`src/rtl/pipe_stage_skid.sv`:
```
// Generic pipeline stage register for {instr, pc}: valid/ready handshake, 2-entry skid buffer, synchronous flush.
// Define STAGE_PERF_EN to add the saturating stall_cnt / flush_cnt performance counters.
module pipe_stage_skid #(
   parameter int                DATA_W    = 32,
   parameter int                PC_W      = 32,
   parameter logic [PC_W-1:0]   PC_RST    = 32'h0000_3000,
   parameter logic [DATA_W-1:0] NOP_INSTR = 32'h0000_0000
`ifdef STAGE_PERF_EN
   ,
   parameter int                CNT_W     = 16
`endif
) (
   input  logic              clk,
   input  logic              reset,
   input  logic              flush,
   input  logic              in_valid,
   output logic              in_ready,
   input  logic [DATA_W-1:0] in_instr,
   input  logic [PC_W-1:0]   in_pc,
   output logic              out_valid,
   input  logic              out_ready,
   output logic [DATA_W-1:0] out_instr,
   output logic [PC_W-1:0]   out_pc
`ifdef STAGE_PERF_EN
   ,
   output logic [CNT_W-1:0]  stall_cnt,
   output logic [CNT_W-1:0]  flush_cnt
`endif
);

   // State bits are {skid_valid, main_valid}; 2'b10 is unreachable.
   typedef enum logic [1:0] {
      EMPTY = 2'b00,
      FULL  = 2'b01,
      SKID  = 2'b11
   } state_t;

   state_t            state, state_n;
   logic              load_main, load_skid, main_from_skid;
   logic              in_fire, out_fire;
   logic [DATA_W-1:0] main_instr, skid_instr;
   logic [PC_W-1:0]   main_pc, skid_pc;
   logic              in_ready_r;

   assign in_ready  = in_ready_r;
   assign out_valid = state[0];
   assign out_instr = state[0] ? main_instr : NOP_INSTR;
   assign out_pc    = main_pc;
   assign in_fire   = in_valid & in_ready_r;
   assign out_fire  = out_valid & out_ready;

   always_ff @(posedge clk) begin
      if (reset) begin
         state      <= EMPTY;
         in_ready_r <= 1'b1;
      end else begin
         state      <= state_n;
         in_ready_r <= ~state_n[1];
      end
   end

   always_comb begin
      state_n        = state;
      load_main      = 1'b0;
      load_skid      = 1'b0;
      main_from_skid = 1'b0;
      if (flush) begin
         state_n = EMPTY;
      end else begin
         case (state)
            EMPTY: begin
               if (in_fire) begin
                  state_n   = FULL;
                  load_main = 1'b1;
               end
            end
            FULL: begin
               if (out_fire) begin
                  if (in_fire) load_main = 1'b1;
                  else         state_n   = EMPTY;
               end else if (in_fire) begin
                  state_n   = SKID;
                  load_skid = 1'b1;
               end
            end
            SKID: begin
               if (out_fire) begin
                  state_n        = FULL;
                  main_from_skid = 1'b1;
               end
            end
            default: state_n = EMPTY;
         endcase
      end
   end

   // Payload registers: only move on load strobes, so flush leaves main_pc intact.
   always_ff @(posedge clk) begin
      if (reset) begin
         main_instr <= NOP_INSTR;
         main_pc    <= PC_RST;
         skid_instr <= '0;
         skid_pc    <= '0;
      end else begin
         if (load_main) begin
            main_instr <= in_instr;
            main_pc    <= in_pc;
         end else if (main_from_skid) begin
            main_instr <= skid_instr;
            main_pc    <= skid_pc;
         end
         if (load_skid) begin
            skid_instr <= in_instr;
            skid_pc    <= in_pc;
         end
      end
   end

`ifdef STAGE_PERF_EN
   function automatic logic [CNT_W-1:0] sat_inc(input logic [CNT_W-1:0] v);
      return (&v) ? v : v + 1'b1;
   endfunction

   always_ff @(posedge clk) begin
      if (reset) begin
         stall_cnt <= '0;
         flush_cnt <= '0;
      end else begin
         if (out_valid && !out_ready && !flush) stall_cnt <= sat_inc(stall_cnt);
         if (flush)                             flush_cnt <= sat_inc(flush_cnt);
      end
   end
`endif

endmodule

```
`config.mk`:
```
export PLATFORM = sky130hd
export DESIGN_NAME = pipe_stage_skid
export DESIGN_NICKNAME = d
export VERILOG_FILES = /design/src/rtl/pipe_stage_skid.sv
export SDC_FILE = /design/constraint.sdc
export NUM_CORES = 1
export LEC_CHECK = 0
export BUFFER_PORTS_ARGS = -buffer_cell sky130_fd_sc_hd__buf_2
export CAP_MARGIN = 40
export CORE_UTILIZATION = 58
export DETAILED_ROUTE_END_ITERATION = 10
export PLACE_DENSITY = 0.82
export SYNTH_ARGS = -nofsm -noshare
export SYNTH_HDL_FRONTEND = slang
export SYNTH_SLANG_ARGS = --single-unit
```
`constraint.sdc`:
```
create_clock -name clk -period 3.5 [get_ports clk]
set_input_delay 0.35 -clock clk [delete_from_list [all_inputs] [get_ports clk]]
set_output_delay 0.35 -clock clk [all_outputs]
set_load 0.1 [all_outputs]
```
# [Word-level counts from Yosys, hierarchy flattened]
# Cells that the tools add are included.
# Widths: inputs -> output; s select.
[word_totals] output_inout_bits=66 register_bits=131 input_bits=69
[classes] mux=22 bitwise_logic=3 eq_ne=6 reduce_logical=4
[ops] operator="$mux 32" n=5
[ops] operator="$mux 2" n=6
[ops] operator="$mux 1" n=9
[ops] operator="$ne 3x3->1 const B" n=2
[ops] operator="$pmux 2 s3" n=1
[ops] operator="$ne 2x2->1 const B" n=2
[ops] operator="$reduce_and 4->1" n=1
[ops] operator="$and 1x1->1" n=2
[ops] operator="$eq 2x1->1 const B" n=1
[ops] operator="$eq 2x2->1 const B" n=1
[ops] operator="$logic_not 2->1" n=1
[ops] operator="$pmux 1 s2" n=1
[ops] operator="$reduce_bool 2->1" n=1
[ops] operator="$reduce_or 2->1" n=1
[ops] operator="$not 1->1" n=1

# [Logic depth before layout (Yosys ltp)]
# Gate-level depths: netlist of run 1.
[logic_depth] ltp_word=6 depth_mapped=7 ltp_nobuf=3

# [Least setup slack after synthesis of run 1]
# No wires, ideal clock.
[synth_timing] path_kind="reg2out" startpoint="register state[0]" endpoint="output port out_instr[10]" path_stages_with_launch=4 arrival_ns=2.191 setup_slack_ns=0.959 n_path_buf=2 cell_sequence="dfxtp_1 buf_4 clkbuf_1 and2_1"
[synth_between] elab_chain_len=1
[synth_lines] element="from (decl)" line="38" rtl="state_t state, state_n;"
[synth_lines] element="from (signal assigned)" line="57" rtl="state <= state_n;"
[synth_lines] element="$mux 32" line="47" rtl="assign out_instr = state[0] ? main_instr : NOP_INSTR;"
[synth_lines] element="to (decl)" line="22" rtl="output logic [DATA_W-1:0] out_instr,"
# No other way between the ends.

# [Worst setup path in the final report of run 1]
[layout_timing] startpoint="register state[0]" endpoint="register main_instr[29]"
[layout_between] elab_chain_len=5 elab_cells_between_ends=12 classes_between="eq/ne: 2; mux: 7; bitwise: 1; reduce/logical: 2"
[layout_lines] element="$and 1x1->1" line="50" rtl="assign out_fire = out_valid & out_ready;"
[layout_lines] element="$mux 1, on equally long branches" line="78, 87"
[layout_lines] element="$pmux 1 s2 / $mux 1 (equally long branches)" line="70" rtl="case (state)"
[layout_lines] element="$mux 1" line="67" rtl="if (flush) begin"
[layout_lines] element="$mux 32 / $reduce_bool 2->1 (equally long branches)"
[layout_lines] element="to (signal assigned)" line="106" rtl="main_instr <= in_instr;"
[layout_lines] element="to (signal assigned)" line="109" rtl="main_instr <= skid_instr;"
[layout_lines] element="to (decl)" line="41" rtl="logic [DATA_W-1:0] main_instr, skid_instr;"
# Parallel ways exist; a longest one is shown, timed or not.
# A chain may end at the register's enable or synchronous reset.

==> flow_metrics.tcl, run 1 <==
set metrics [dict create \
    status "finished clean" \
    r2r_cells 5 \
    port_buffers 134 \
    post_cts_resized 0 \
    cts_buffers 17 \
    setup_viol 0 \
    drc 0 \
    drv_slew 0 \
    dpl-instance-area_um2 6260 \
    grt_pass1_wl_mm 25.9 \
    via_per_inst 6.20 \
    stdcell_count 936 \
    relSlewSlack_pct 40.8 \
    hold_slack_ns 0.0762 \
    synth-seq-cells 131 \
    cp_max_fo 87 \
    cts-root-buf "clkbuf_8" \
    cts_setup_buffers 0 \
    cts_tree "built" \
    fillers 756 \
    fin_util_pct 73.2 \
    timing.fmax_mhz 427 \
    nNetsFinal 863 \
    core_area_um2 9370 \
    rsz0062_at_grt "false" \
    start_util_pct 60.5 \
    ir_worst_vdd_v 0.000322 \
    slowest_stage "buf_4" \
    ys_warn_count 0 \
    area_growth_syn_to_layout_pct 21.1 \
    yosysUniqueCellTypes 24 \
    first_global_vias 5493 \
    worstReg2RegEnd "main_instr[29]" \
    clkLatencyLatePin_ns 0.52 \
    wl_per_cell_um 17.0 \
    synth.avg_cell_area_um2 8.01 \
    die_w_um 101 \
    cts_sinks 131 \
    dp_hpwl_mm 9.06 \
    drt_wl_total_mm 15.9 \
    critical_path.max_stage_delay_ns 0.67 \
    antenna_cells 0 \
    grt_usage_pct 32.1 \
    vias 5806 \
    hp-start "flush" \
    power.density_nw_per_um2 566 \
    r2r-start "state[0]" \
    synth_top_cell_area_share_pct 46.2 \
    synth_edf_count 0 \
    seq_area_um2 2620 \
    gr-total-overflow 0 \
    cts_buffer_depth 2 \
    synth_fp_nets 777 \
    finalCritPeriodShare_pct 66.9 \
    htree_levels 4 \
    design.die.area_um2 10200 \
    gp_congestion 0.793 \
    ys_async_sr_fraction_pct 0 \
    hold_path_end "state[0]" \
    die_h_um 101 \
    critPathKind "flop to flop" \
    required_ns 3.91 \
    worst_setup_path_start_kind "flop" \
    synth.area.mux_share_pct 0 \
    ys_seq_area_share_pct 46.2 \
    synth-simple-area-share_pct 24.8 \
    clkSlewWorstSetupHoldPaths_ns 0.06 \
    dr.pass1.iters 5 \
    fp-row-count 35 \
    synth_fa_ha_area_share_pct 0 \
    ant_nets 0 \
    path_cells "buf_4 -> nor2b_4 -> buf_4 -> nor3_1 -> a311oi_1" \
    min_path_cells 2 \
    final_area_um2 6860 \
    yosysTopAreaCell "dfxtp_1" \
    ys_top_cells_by_count "dfxtp_1, nand2_1, a21oi_1" \
    final_hold_viol_count 0 \
    drive_gt1_share_pct 22.7 \
    max_cap_violations 0 \
    synth_xor_area_share_pct 0 \
    setup_tns_ns 0 \
    synth_top_family_by_area "simple AND/OR/NAND/NOR gates" \
    p_leak_nw 2.61 \
    cts_hold_buf 0 \
    grt_max_degree 100 \
    antenna_found_initial 0 \
    synth_compound_area_share_pct 21.5 \
    synth_area_leaders "dfxtp_1, a311oi_1, nand2_1" \
    finClkSkew_ns 0.00907 \
    hold_class "primary input to flop" \
    synth_most_common_cell "dfxtp_1" \
    tightest_slew_ns 0.888 \
    netlist_area_um2 5670 \
    cp.arrival_ns 2.75 \
    dp_cells 904 \
    cpMostUsedCell "buf_4" \
    finalCriticalPeriod_ns 2.34 \
    timing.reg2reg.setup_slack_ns 1.16 \
    end_kind "flop" \
    first_iter_violations 437 \
    pin_count 135 \
    ys.flop_type "dfxtp_1" \
    synth_cells 708 \
    multiInputGateArea_um2 2650 \
]
-- cell usage in the layout, fill, tap and decap left out, types with 2 or more instances in the layout --
| cell type | count |
|---|---|
| a21oi_1 | 66 |
| a311oi_1 | 62 |
| a32oi_1 | 2 |
| and2_1 | 32 |
| buf_2 | 133 |
| buf_4 | 12 |
| bufinv_16 | 3 |
| clkbuf_1 | 3 |
| clkbuf_16 | 16 |
| clkbuf_8 | 5 |
| clkinv_2 | 2 |
| clkinvlp_4 | 2 |
| dfxtp_1 | 131 |
| nand2_1 | 129 |
| nand3_1 | 64 |
| nor2_1 | 3 |
| nor3_1 | 63 |
| o21ai_0 | 64 |
-- how the worst max path moves through the flow --
stage / start / to / slack, ns / cells past startpoint
after floorplan: state[0] / out_instr[10] / 0.96 / 3
after global routing: state[0] / main_instr[29] / 1.00 / 5
final: state[0] / main_instr[29] / 1.16 / 5
after CTS: state[0] / out_instr[9] / 1.16 / 3
after detailed placement: state[0] / out_pc[31] / 1.22 / 5
after global placement: flush / out_pc[21] / 1.27 / 5
-- registers in the layout, summed over array words and instances, names as in the netlist --
| signal | cells |
|---|---|
| state | 2 |
| main_instr | 32 |
| out_pc | 32 |
| skid_pc | 32 |
| in_ready | 1 |
| skid_instr | 32 |
-- final cells by class --
cell class,count,share of cell area (%)
timing repair buffer,148,11.9
inverter,1,0.0547
clock inverter,8,1.80
sequential,131,38.2
tap,129,2.35
multi-input combinational,495,38.7
clock buffer,24,7.00
-- metal layers --
metal  part of all wire (%)  vias to the layer above  GRT usage, %  wire (µm)
li1                       -                     2703             -          -
met1                     41                     2787          40.8       6510
met2                     49                      280          52.3       7770
met3                    7.8                       36          7.84       1230
met4                    2.3                        0          13.4        370
met5                      0                        -             0          0
-- through the flow --
step,power [mW],worst slack [ns]
3_5_place_dp,2.12,1.22
2_1_floorplan,2.00,0.959
4_1_cts,3.89,1.16
5_1_grt,4.01,1.00
3_3_place_gp,2.10,1.27
6_report,3.89,1.16
-- worst max-delay path, delay by kind of cell (launching register included) --
kind            cells  cell delay (ns)
buf+inv             2             0.99
flops               1             0.51
simple gates        2             0.33
compound gates      1             0.33
-- cells by family (layout without fill, tap and decap cells) --
family	after synthesis	count (layout)
AOI/OAI and AO/OA	195	195
and+or+nand+nor	300	300
buffers and inverters	82	181
DFF	131	131
-- power breakdown --
part	switching [mW]	total [mW]	internal (mW)
Combinational	0.404	0.513	0.110
Clock	0.631	1.79	1.16
Sequential	0.0332	1.58	1.55
Total	1.07	3.89	2.82
Note: power is estimated with default switching activity, not from simulation.
==> inputs of run 2 (changes only) <==
--- a/config.mk
+++ b/config.mk
@@ -5,11 +5,12 @@
 export SDC_FILE = /design/constraint.sdc
 export NUM_CORES = 1
 export LEC_CHECK = 0
+export ABC_AREA = 1
 export BUFFER_PORTS_ARGS = -buffer_cell sky130_fd_sc_hd__buf_2
 export CAP_MARGIN = 40
-export CORE_UTILIZATION = 58
+export CORE_UTILIZATION = 50
 export DETAILED_ROUTE_END_ITERATION = 10
-export PLACE_DENSITY = 0.82
+export PLACE_DENSITY = 0.74
 export SYNTH_ARGS = -nofsm -noshare
 export SYNTH_HDL_FRONTEND = slang
 export SYNTH_SLANG_ARGS = --single-unit
==> constraint.sdc (replaced) <==
create_clock -name clk -period 1.9 [get_ports clk]
set_input_delay 0.19 -clock clk [delete_from_list [all_inputs] [get_ports clk]]
set_output_delay 0.19 -clock clk [all_outputs]
set_load 0.1 [all_outputs]
==> run 2 against run 1 <==
  * Clock skew down 0.0035 ns
  * Largest cell class unchanged
  * First-iteration DRC count up 27%
  * Non-clock buffer count up 12
  * Routed wire length up 6.5%
==> flow_metrics.tcl, run 2 <==
set metrics [dict create \
    dp_slack_ns 0.359 \
    path_cells "buf_4 -> nand2_1 -> inv_1 -> buf_2" \
    gp_congestion 0.790 \
    p_leak_nw 4.17 \
    synth_fp_nets 1058 \
    finalWorstSetupSlack_ns 0.0753 \
    rsz0062_at_grt "false" \
    pin_count 135 \
    drive_gt1_share_pct 20.9 \
    area_growth_syn_to_layout_pct 31.1 \
    timing.reg2reg.setup_slack_ns 0.36 \
    ys_top_cells_by_count "nand2_1, nor2_1, dfxtp_1" \
    antenna_cells 0 \
    worst_setup_path_start_kind "flop" \
    slowest_stage "buf_2" \
    comb_power_share_pct 15.7 \
    crit_buf_inv 3 \
    layout_common_cells "nand2_1, nor2_1, dfxtp_1, nand3b_1, buf_2" \
    port_buffers 134 \
    ant_nets 0 \
    gr-total-overflow 0 \
    tightest_slew_ns 0.517 \
    vias 6443 \
    cp_max_fo 24 \
    critical_path.max_stage_delay_ns 0.41 \
    synth_most_common_cell "nand2_1" \
    critPathKind "flop to output port" \
    finalCriticalPeriod_ns 1.82 \
    ir_worst_vdd_v 0.000586 \
    setup_viol 0 \
    clkPwrFrac_pct 45.4 \
    seq_area_um2 2630 \
    first_global_vias 5844 \
    cts_buffer_depth 2 \
    htree_levels 4 \
    r2r-start "state[0]" \
    timing.fmax_mhz 548 \
    power.density_nw_per_um2 870 \
    grt_pass1_wl_mm 28.1 \
    cts-root-buf "clkbuf_16" \
    ys_warn_count 0 \
    hp-start "in_pc[16]" \
    fp-row-count 41 \
    switching_share_pct 28.7 \
    max_cap_violations 0 \
    layout_commonest_cell "nand2_1" \
    synth-seq-cells 131 \
    finalCritPeriodShare_pct 96.0 \
    relSlewSlack_pct 65.8 \
    wl_per_cell_um 13.3 \
    netlist_area_um2 6540 \
    antenna_found_initial 0 \
    stdcell_count 1276 \
    switchingPower_mw 2.14 \
    fillers 1086 \
    hold_path_end "skid_pc[16]" \
    yosysUniqueCellTypes 20 \
    nNetsFinal 1160 \
    ys.flop_type "dfxtp_1" \
    r2r_cells 7 \
    cts_sinks 131 \
    dp_cells 1241 \
    first_iter_violations 554 \
    start_util_pct 51.6 \
    via_per_inst 5.05 \
    design.die.area_um2 13500 \
    final_hold_viol_count 0 \
    post_cts_resized 0 \
    synth_cells 989 \
    seqPwrFrac_pct 39.0 \
    drt_wl_total_mm 16.9 \
    status "finished clean" \
    finClkSkew_ns 0.00557 \
    drc 0 \
    cts_buffers 17 \
    cts_tree "built" \
    dp_hpwl_mm 10.1 \
    die_w_um 116 \
    drv_slew 0 \
    min_path_cells 3 \
    ys_seq_area_share_pct 40.1 \
    synth_edf_count 0 \
    worstReg2RegEnd "out_pc[10]" \
    required_ns 1.71 \
    die_h_um 116 \
    intPower_mw 5.31 \
    cp.arrival_ns 1.63 \
    clkLatencyLatePin_ns 0.43 \
    core_area_um2 12700 \
    dr.pass1.iters 6 \
    grt_usage_pct 26.3 \
    synth_area_leaders "dfxtp_1, nand3b_1, nand2_1" \
    synth.avg_cell_area_um2 6.61 \
    clkSlewWorstSetupHoldPaths_ns 0.06 \
    multiInputGateArea_um2 3230 \
    yosysTopAreaCell "dfxtp_1" \
    hold_class "primary input to flop" \
    cp_top_family "buffers and inverters" \
    end_kind "output port" \
    grt_max_degree 72 \
    ys_async_sr_fraction_pct 0 \
    synth_top_cell_area_share_pct 40.1 \
]
[run 2: changes by cell type after synthesis, moves of 12 or more]
cell,before,now
nor3_1,63,1
a311oi_1,62,0
nand2_1,129,222
and2_1,32,0
inv_1,1,99
nand3b_1,0,120
a21oi_1,66,3
nor2_1,3,189
buf_4,14,2
[run 2: repair_timing]
action / CTS / global route
hold buffers: 3 / 0
buffers inserted: 0 / 0
endpoints found under the hold margin: 4 / 0
endpoints found under the setup margin: 0 / 0
[run 2: kinds of logic (layout without fill, tap and decap cells)]
family                 count (synthesis)  after routing  share of synthesized area, %
and+or+nand+nor                      607            607                          43.3
DFF                                  131            131                          40.1
AOI/OAI and AO/OA                     72             72                          5.69
buffers and inverters                179            294                          10.9
[run 2: worst max path at each step]
stage                   from             to  cells past startpoint
detailed placement  state[0]     out_pc[18]                      7
global placement    state[0]     out_pc[11]                      7
CTS                 state[0]  out_instr[10]                      4
finish              state[0]  out_instr[10]                      4
floorplan           state[0]  out_instr[10]                      4
global route        state[0]  out_instr[10]                      4
[run 2: power groups by stage]
stage / logic (mW) / clock network (mW) / registers, mW
CTS: 1.17 / 3.41 / 2.90
detailed placement: 1.15 / 0 / 2.96
global placement: 1.15 / 0 / 2.96
finish: 1.17 / 3.38 / 2.91
global route: 1.27 / 3.53 / 2.92
floorplan: 0.534 / 0 / 3.28
[run 2: metal layers]
metal | track usage, % | vias to the layer above | wire [µm] | part of all wire [%]
met5 | 0 | - | 0 | 0
met4 | 8.80 | 0 | 262 | 1.5
met3 | 7.11 | 25 | 1280 | 7.6
met2 | 41.1 | 236 | 7630 | 45
met1 | 35.0 | 2898 | 7740 | 46
li1 | - | 3284 | - | -
[run 2: metrics by stage]
stage               util [%]  TNS, ns  hold WS (ns)  area (µm²)  power [mW]
finish                  67.6        0        0.0295        8570        7.45
global placement        62.6        0         0.426        7930        4.11
detailed placement      62.6        0         0.426        7930        4.12
floorplan                  -   -0.122         0.259        6650        3.81
CTS                     67.6        0        0.0174        8570        7.48
global route            67.6        0        0.0471        8570        7.72
[run 2: final cells by class]
type,count,area share [%]
flip-flops and latches,131,30.6
clock inverters,13,1.85
clock buffers,19,5.29
repair buffers,160,16.3
inverters,102,5.75
multi-input cells,679,37.6
well taps,172,2.51
[run 2: worst reg2reg max path, delay by kind of cell, from the launching register on]
family | cells | cell delay (ns)
buffers and inverters | 3 | 0.60
DFF | 1 | 0.32
and+or+nand+nor | 3 | 0.31
AOI/OAI and AO/OA | 1 | 0.25
==> inputs of run 3 (changes only) <==
--- a/config.mk
+++ b/config.mk
@@ -5,12 +5,11 @@
 export SDC_FILE = /design/constraint.sdc
 export NUM_CORES = 1
 export LEC_CHECK = 0
-export ABC_AREA = 1
 export BUFFER_PORTS_ARGS = -buffer_cell sky130_fd_sc_hd__buf_2
 export CAP_MARGIN = 40
-export CORE_UTILIZATION = 50
+export CORE_UTILIZATION = 48
 export DETAILED_ROUTE_END_ITERATION = 10
-export PLACE_DENSITY = 0.74
+export PLACE_DENSITY = 0.72
 export SYNTH_ARGS = -nofsm -noshare
 export SYNTH_HDL_FRONTEND = slang
 export SYNTH_SLANG_ARGS = --single-unit
==> run 3 against run 2 <==
  * Utilization fell by 5.4 points
  * Global-route usage barely moved
  * Largest cell class unchanged
  * Die area fell by 9.5%
  * Flip-flop and latch count did not move
  * Combinational power fell by 15%
  * Via count fell by 11%
  * Worst hold slack improved by 0.0013 ns
  * Sequential share of layout area rose by 6.2 points
  * Routed wire length fell by 5.2%
  * First-iteration DRC count rose by 1.3%
==> flow_metrics.tcl, run 3 (synthesis results as in run 1) <==
set metrics [dict create \
    fillers 937 \
    relSlewSlack_pct 59.3 \
    dp_slack_ns 0.270 \
    vias 5756 \
    clkSlewWorstSetupHoldPaths_ns 0.05 \
    crit_buf_inv 2 \
    gp_congestion 0.780 \
    drv_slew 0 \
    htree_levels 4 \
    timing.reg2reg.setup_slack_ns 0.20 \
    nNetsFinal 873 \
    critical_path.max_stage_delay_ns 0.46 \
    ir_worst_vdd_v 0.000609 \
    area_growth_syn_to_layout_pct 25.8 \
    crit_end "out_instr[21]" \
    drive_gt1_share_pct 27.2 \
    tightest_slew_ns 0.611 \
    cp_top_family "buffers and inverters" \
    start_util_pct 49.4 \
    clkLatencyLatePin_ns 0.42 \
    finalWorstSetupSlack_ns 0.125 \
    drc 0 \
    finalCriticalPeriod_ns 1.78 \
    antenna_found_initial 0 \
    finClkSkew_ns 0.00605 \
    stdcell_count 960 \
    cts-root-buf "clkbuf_16" \
    cts_buffers 17 \
    layout_common_cells "nand2_1, dfxtp_1, buf_2, a21oi_1" \
    antenna_cells 0 \
    die_w_um 111 \
    design.die.area_um2 12300 \
    first_global_vias 5297 \
    timing.fmax_mhz 563 \
    setup_tns_ns 0 \
    pin_count 135 \
    dr.pass1.iters 5 \
    port_buffers 134 \
    via_per_inst 6.00 \
    worst_setup_path_start_kind "flop" \
    wl_per_cell_um 16.7 \
    first_iter_violations 561 \
    finalCritPeriodShare_pct 93.4 \
    seq_area_um2 2630 \
    ant_nets 0 \
    rsz0062_at_grt "false" \
    cp_num_cells 3 \
    core_area_um2 11500 \
    die_h_um 111 \
    status "finished clean" \
    fin_util_pct 62.2 \
    r2r-start "state[0]" \
    max_cap_violations 0 \
    grt_pass1_wl_mm 26.0 \
    grt_usage_pct 26.3 \
    gr-total-overflow 0 \
    power.density_nw_per_um2 1010 \
    min_path_cells 3 \
    required_ns 1.71 \
    cts_tree "built" \
    final_hold_viol_count 0 \
    startpoint "state[0]" \
    hold_class "primary input to flop" \
    dp_cells 927 \
    grt_max_degree 88 \
    fp-row-count 39 \
    power_mw 7.18 \
    slowest_stage "dfxtp_2" \
    r2r_cells 4 \
    path_cells "buf_6 -> and2_2 -> buf_4" \
    cts_buffer_depth 2 \
    multiInputGateArea_um2 2690 \
    cp.arrival_ns 1.59 \
    end_kind "output port" \
    cts_sinks 131 \
    cp_max_fo 23 \
    dp_hpwl_mm 9.65 \
    drt_wl_total_mm 16.0 \
    p_leak_nw 2.71 \
    worstReg2RegEnd "out_pc[27]" \
    critPathKind "flop to output port" \
    setup_viol 0 \
]
==> run 3: how the worst min path moves through the flow <==
| stage | start | endpoint | slack (ns) |
|---|---|---|---|
| after global routing | in_pc[13] | skid_pc[13] | 0.03 |
| after floorplan | flush | state[0] | 0.26 |
| after detailed placement | flush | state[0] | 0.43 |
| after global placement | flush | state[0] | 0.42 |
| after CTS | in_pc[26] | skid_pc[26] | 0.02 |
| final | in_pc[13] | skid_pc[13] | 0.03 |
==> run 3: final cells by class <==
type                            instances  share of cell area (%)
Timing Repair Buffer                  158                    14.5
Inverter                                1                  0.0526
Multi-Input combinational cell        495                    37.7
Clock inverter                          3                   0.912
Tap cell                              143                    2.51
Sequential cell                       131                    36.8
Clock buffer                           29                    7.44
==> run 3: metrics by stage <==
stage	hold slack [ns]	instance area, µm²
after floorplan	0.262	5710
after global placement	0.420	6470
after detailed placement	0.430	6470
after CTS	0.0210	7130
after global routing	0.0272	7130
final	0.0308	7130
==> run 3: power by group <==
group          leakage, nW  switching (mW)  internal, mW  total [mW]
clock                0.292            1.13          2.14        3.27
sequential            1.07          0.0596          2.86        2.92
combinational         1.35           0.749         0.241       0.990
==> run 3: worst min-delay path, delay by kind of cell <==
| kind | cells | cell delay [ns] |
|---|---|---|
| AOI/OAI and AO/OA | 1 | 0.05 |
| buffers and inverters | 1 | 0.10 |
| and+or+nand+nor | 1 | 0.06 |
==> run 3: repair_timing <==
action	CTS	global route
pin swaps	0	0
hold endpoints to repair	1	0
hold buffers	1	0
buffers inserted	0	0
gates resized for setup	21	1
endpoints found under the setup margin	21	6
==> run 3: per-layer routing <==
metal	GRT usage (%)	share of wire, %	routed length, µm
met2	41.2	47	7580
met1	34.7	43	6930
met5	0	0	0
met3	6.18	7.6	1210
met4	10.8	1.9	299
